==> config.mk <==
export PLATFORM = sky130hd
export DESIGN_NAME = btn_press_classifier
export DESIGN_NICKNAME = d
export VERILOG_FILES = /design/src/rtl/btn_press_classifier.sv
export SDC_FILE = /design/constraint.sdc
export NUM_CORES = 1
export LEC_CHECK = 0
export ABC_AREA = 1
export BUFFER_PORTS_ARGS = -buffer_cell sky130_fd_sc_hd__buf_2
export CAP_MARGIN = 15
export CORE_UTILIZATION = 64
export CTS_BUF_LIST = sky130_fd_sc_hd__clkbuf_8
export CTS_CLUSTER_SIZE = 10
export DETAILED_ROUTE_END_ITERATION = 8
export PLACE_DENSITY = 0.89
export SLEW_MARGIN = 20
export SYNTH_ARGS = -nofsm -noshare
export SYNTH_HDL_FRONTEND = slang
export SYNTH_SLANG_ARGS = --single-unit
==> constraint.sdc <==
create_clock -name clk -period 3.4 [get_ports clk]
set_input_delay 0.17 -clock clk [delete_from_list [all_inputs] [get_ports clk]]
set_output_delay 0.17 -clock clk [all_outputs]
set_load 0.1 [all_outputs]
==> src/rtl/btn_press_classifier.sv <==
// Classifies a debounced button level into single-cycle press, release,
// short, long, auto-repeat and double-click pulses plus a held level.
module btn_press_classifier #(
    parameter int LONG_CYCLES   = 100_000_000,
    parameter int REPEAT_CYCLES = 20_000_000,
    parameter int DBL_CYCLES    = 30_000_000,
    parameter int CNT_W         = 27
) (
    input  logic clk,
    input  logic rst,
    input  logic btn_in,
    output logic press_pulse,
    output logic release_pulse,
    output logic short_press,
    output logic long_press,
    output logic repeat_pulse,
    output logic double_click,
    output logic held
);

    typedef enum logic [2:0] {
        IDLE,
        HELD,
        LONG_HELD,
        WAIT_DBL,
        DBL_HELD
    } state_t;

    localparam logic [CNT_W-1:0] longLast   = CNT_W'(LONG_CYCLES - 1);
    localparam logic [CNT_W-1:0] repeatLast = CNT_W'(REPEAT_CYCLES - 1);
    localparam logic [CNT_W-1:0] dblLast    = CNT_W'(DBL_CYCLES - 1);

    state_t           state;
    logic [CNT_W-1:0] cnt;
    logic             btnQ;
    logic             rise;

    // btnQ resets high so a button held through reset must be released first
    assign rise = btn_in & ~btnQ;

    always_ff @(posedge clk or posedge rst) begin
        if (rst) begin
            state         <= IDLE;
            cnt           <= '0;
            btnQ          <= 1'b1;
            press_pulse   <= 1'b0;
            release_pulse <= 1'b0;
            short_press   <= 1'b0;
            long_press    <= 1'b0;
            repeat_pulse  <= 1'b0;
            double_click  <= 1'b0;
            held          <= 1'b0;
        end else begin
            btnQ          <= btn_in;
            press_pulse   <= 1'b0;
            release_pulse <= 1'b0;
            short_press   <= 1'b0;
            long_press    <= 1'b0;
            repeat_pulse  <= 1'b0;
            double_click  <= 1'b0;

            case (state)
                IDLE: begin
                    if (rise) begin
                        press_pulse <= 1'b1;
                        held        <= 1'b1;
                        cnt         <= '0;
                        state       <= HELD;
                    end
                end

                // A release on the terminal-count edge still counts as short
                HELD: begin
                    if (!btn_in) begin
                        release_pulse <= 1'b1;
                        held          <= 1'b0;
                        cnt           <= '0;
                        state         <= WAIT_DBL;
                    end else if (cnt == longLast) begin
                        long_press <= 1'b1;
                        cnt        <= '0;
                        state      <= LONG_HELD;
                    end else begin
                        cnt <= cnt + 1'b1;
                    end
                end

                LONG_HELD: begin
                    if (!btn_in) begin
                        release_pulse <= 1'b1;
                        held          <= 1'b0;
                        cnt           <= '0;
                        state         <= IDLE;
                    end else if (cnt == repeatLast) begin
                        repeat_pulse <= 1'b1;
                        cnt          <= '0;
                    end else begin
                        cnt <= cnt + 1'b1;
                    end
                end

                // A press on the timeout edge wins over the short classification
                WAIT_DBL: begin
                    if (btn_in) begin
                        double_click <= 1'b1;
                        press_pulse  <= 1'b1;
                        held         <= 1'b1;
                        cnt          <= '0;
                        state        <= DBL_HELD;
                    end else if (cnt == dblLast) begin
                        short_press <= 1'b1;
                        cnt         <= '0;
                        state       <= IDLE;
                    end else begin
                        cnt <= cnt + 1'b1;
                    end
                end

                DBL_HELD: begin
                    if (!btn_in) begin
                        release_pulse <= 1'b1;
                        held          <= 1'b0;
                        cnt           <= '0;
                        state         <= IDLE;
                    end
                end

                default: begin
                    held  <= 1'b0;
                    cnt   <= '0;
                    state <= IDLE;
                end
            endcase
        end
    end

endmodule

==> results.toml <==
[synth]
synthTopCellsByCount = "nand2_1 (92), nor2_1 (71), inv_1 (46), dfrtp_1 (37), nand3_1 (30)"
ys_warn_count = 0
synth_ff_type = "dfrtp_1"
synth_area_um2 = 2390
async_reset_ff_frac = 1.00
synth_fp_nets = 355
synth_cell_types = 26
syn_inst = 351
synth_area_per_cell_um2 = 6.81
ys_ff_latch = 38
synth_top_area_share = 0.387
yosys-top-cells-area = "dfrtp_1 (39%), nand2_1 (14%), nor2_1 (11%)"
yosysMostFrequentCell = "nand2_1"
ys_seq_area_frac = 0.398
yosysTopAreaCell = "dfrtp_1"
synth-edff-count = 0

[global_route]
grt_antenna_before_repair = 0
grt_overflow = 0
grtUsageMet2 = 0.474
grt_max_degree = 39
grt_pass1_vias = 2190
grt_use_met1 = 0.432
grt_usage = 0.312
grt_pass1_wl_mm = 9.65
grt.busiest_layer = "met2"
grt_util_met3 = 0.0797

[floorplan]
core_area_um2 = 3470
io_pins = 10
row_count = 21
fp.dieH_um = 63.1
initial_core_util = 0.689
dieArea_um2 = 3980
die_w_um = 63.1

[cells_and_area]
num-nets-final = 369
n_antenna_cell = 0
utilization = 0.742
num-fill-cells = 289
areaGrowthSynthToFinish_pct = 7.64
drive_gt1_frac = 0.0956
seq_area_um2 = 952
final_cells = 412
multi_input_comb_area_um2 = 1230

[setup_path]
worst-path-max-fanout = 20
cp_common_cell = "nand3_1"
critPathTopFamily = "simple AND/OR/NAND/NOR gates"
worstSetupStartpointType = "flop"
slowest_stage = "nor2_4"
cp.required_ns = 3.55
path_buf_inv = 0
crit_chain = "ha_1, nand3_1, nor3_2, nand3_1, nand2_1, nand3_4, nor2_4, nor2_1"
end_kind = "flop"
max_stage_delay_ns = 0.45
cp.depth = 8
worstRegToRegCells = 8
critPathArrivalTime_ns = 2.14
critical_path_class = "flop to flop"

[sta]
finalHoldViolCount = 0
setup_violations = 0
rsz0062_at_grt = "no"
drv_slew = 0
clock-skew-final_ns = 0.00469
worst_slack_ns = 1.42
setup_tns_ns = 0
slew_headroom = 0.638
period_share = 0.583
finalCriticalPeriod_ns = 1.98
fmax_ghz = 0.505
worst_pin_slew_ns = 0.541

[clocking]
clock_sinks = 38
cts.path.max_buffers = 2
numCtsBuffers = 5
cts_tree = "built"
clk_latency_ns = 0.29
ctsResizeCount = 0
clockRootBuffer = "clkbuf_8"
htree_levels = 2
clkSlewWorstSetupHoldPaths_ns = 0.07

[detailed_routing]
dr.first_iter.drc_count = 235
drc = 0
via_per_inst = 5.59
drt-pass1-iter-count = 5
wl_per_cell_um = 13.0
drt-total-wl_mm = 5.37
ant_nets = 0
vias = 2302

[worst_hold_path]
hold_class = "input pin to flop"
holdPathStages = 1

[run_status]
outcome = "finished clean"

[place]
place_inst = 403
dp_hpwl_mm = 4.02
io_buffers = 9
dpl_worst_slack_ns = 1.43
place.gp.congestion = 0.990

[power]
power_density_nw_per_um2 = 526
peakVddDrop_mv = 0.330
p_leak_nw = 1.24

[job]
max_cap_violations = 0
[flip-flops by register name (all words and copies together) (netlist names)]
signal         flops
held               1
btnQ               1
long_press         1
press_pulse        1
state              3
double_click       1
release_pulse      1
cnt               27
repeat_pulse       1
short_press        1
[logic make-up (layout without fill, tap and decap cells)]
| logic type | after synthesis | after routing | share of synthesized area |
|---|---|---|---|
| AOI/OAI and AO/OA | 12 | 12 | 0.0262 |
| DFF | 38 | 38 | 0.398 |
| buffers and inverters | 51 | 66 | 0.0874 |
| xor gates and xnor gates | 10 | 10 | 0.0367 |
| adders and majority gates | 1 | 1 | 0.00523 |
| and+or+nand+nor | 239 | 239 | 0.446 |
[final cells by class]
cell class	count	area share
multi-input cells	262	0.478
flip-flops and latches	38	0.370
inverters	47	0.0686
clock buffers	6	0.0321
repair buffers	11	0.0243
well taps	46	0.0224
clock inverters	2	0.00486
[stage by stage]
| step | power [mW] | area [um2] | hold WS [ns] |
|---|---|---|---|
| 2_1_floorplan | 0.983 | 2390 | 0.174 |
| 3_3_place_gp | 1.03 | 2470 | 0.291 |
| 3_5_place_dp | 1.04 | 2470 | 0.305 |
| 4_1_cts | 1.36 | 2570 | 0.0216 |
| 5_1_grt | 1.45 | 2570 | 0.0135 |
| 6_report | 1.35 | 2570 | 0.0285 |
[layout by cell type (no fill, tap or decap), drive strengths merged]
cell and instances:
nand2 96, nor2 79, inv 47, dfrtp 37, nand3 31, nand4 16, o21ai 11, nor3 11
buf 10, xor2 7, clkbuf 6, xnor2 3, nand3b 2, and2 1, a21o 1, or2 1
nor3b 1, nor4 1, ha 1, dfstp 1, clkinv 1, clkinvlp 1, dlygate4sd3 1
[path summary, 6_finish.rpt]
kind	slack, ns	to	from
setup reg to reg	1.42	cnt[21]$_DFFE_PP0P_	cnt[0]$_DFFE_PP0P_
hold reg to reg	0.48	held$_DFFE_PP0P_	held$_DFFE_PP0P_
setup / recovery	1.42	cnt[21]$_DFFE_PP0P_	cnt[0]$_DFFE_PP0P_
hold / removal	0.03	btnQ$_DFF_PP1_	btn_in
min in group asynchronous	0.52	cnt[17]$_DFFE_PP0P_	rst
max in group asynchronous	2.54	btnQ$_DFF_PP1_	rst
[repair_timing]
item	in CTS	in global routing
endpoints found under the hold margin	37	0
hold buffers	1	0
setup buffers	0	0
[metal layers]
layer | wire (um) | vias up
met5 | 0 | -
met4 | 147 | 0
met3 | 455 | 22
met2 | 2400 | 103
met1 | 2360 | 1042
li1 | - | 1135
[power breakdown]
part           switching, mW  internal [mW]  total [mW]
sequential            0.0283          0.496       0.525
clock                  0.158          0.163       0.321
combinational          0.407          0.101       0.509
Note: power is estimated with default switching activity, not from simulation.
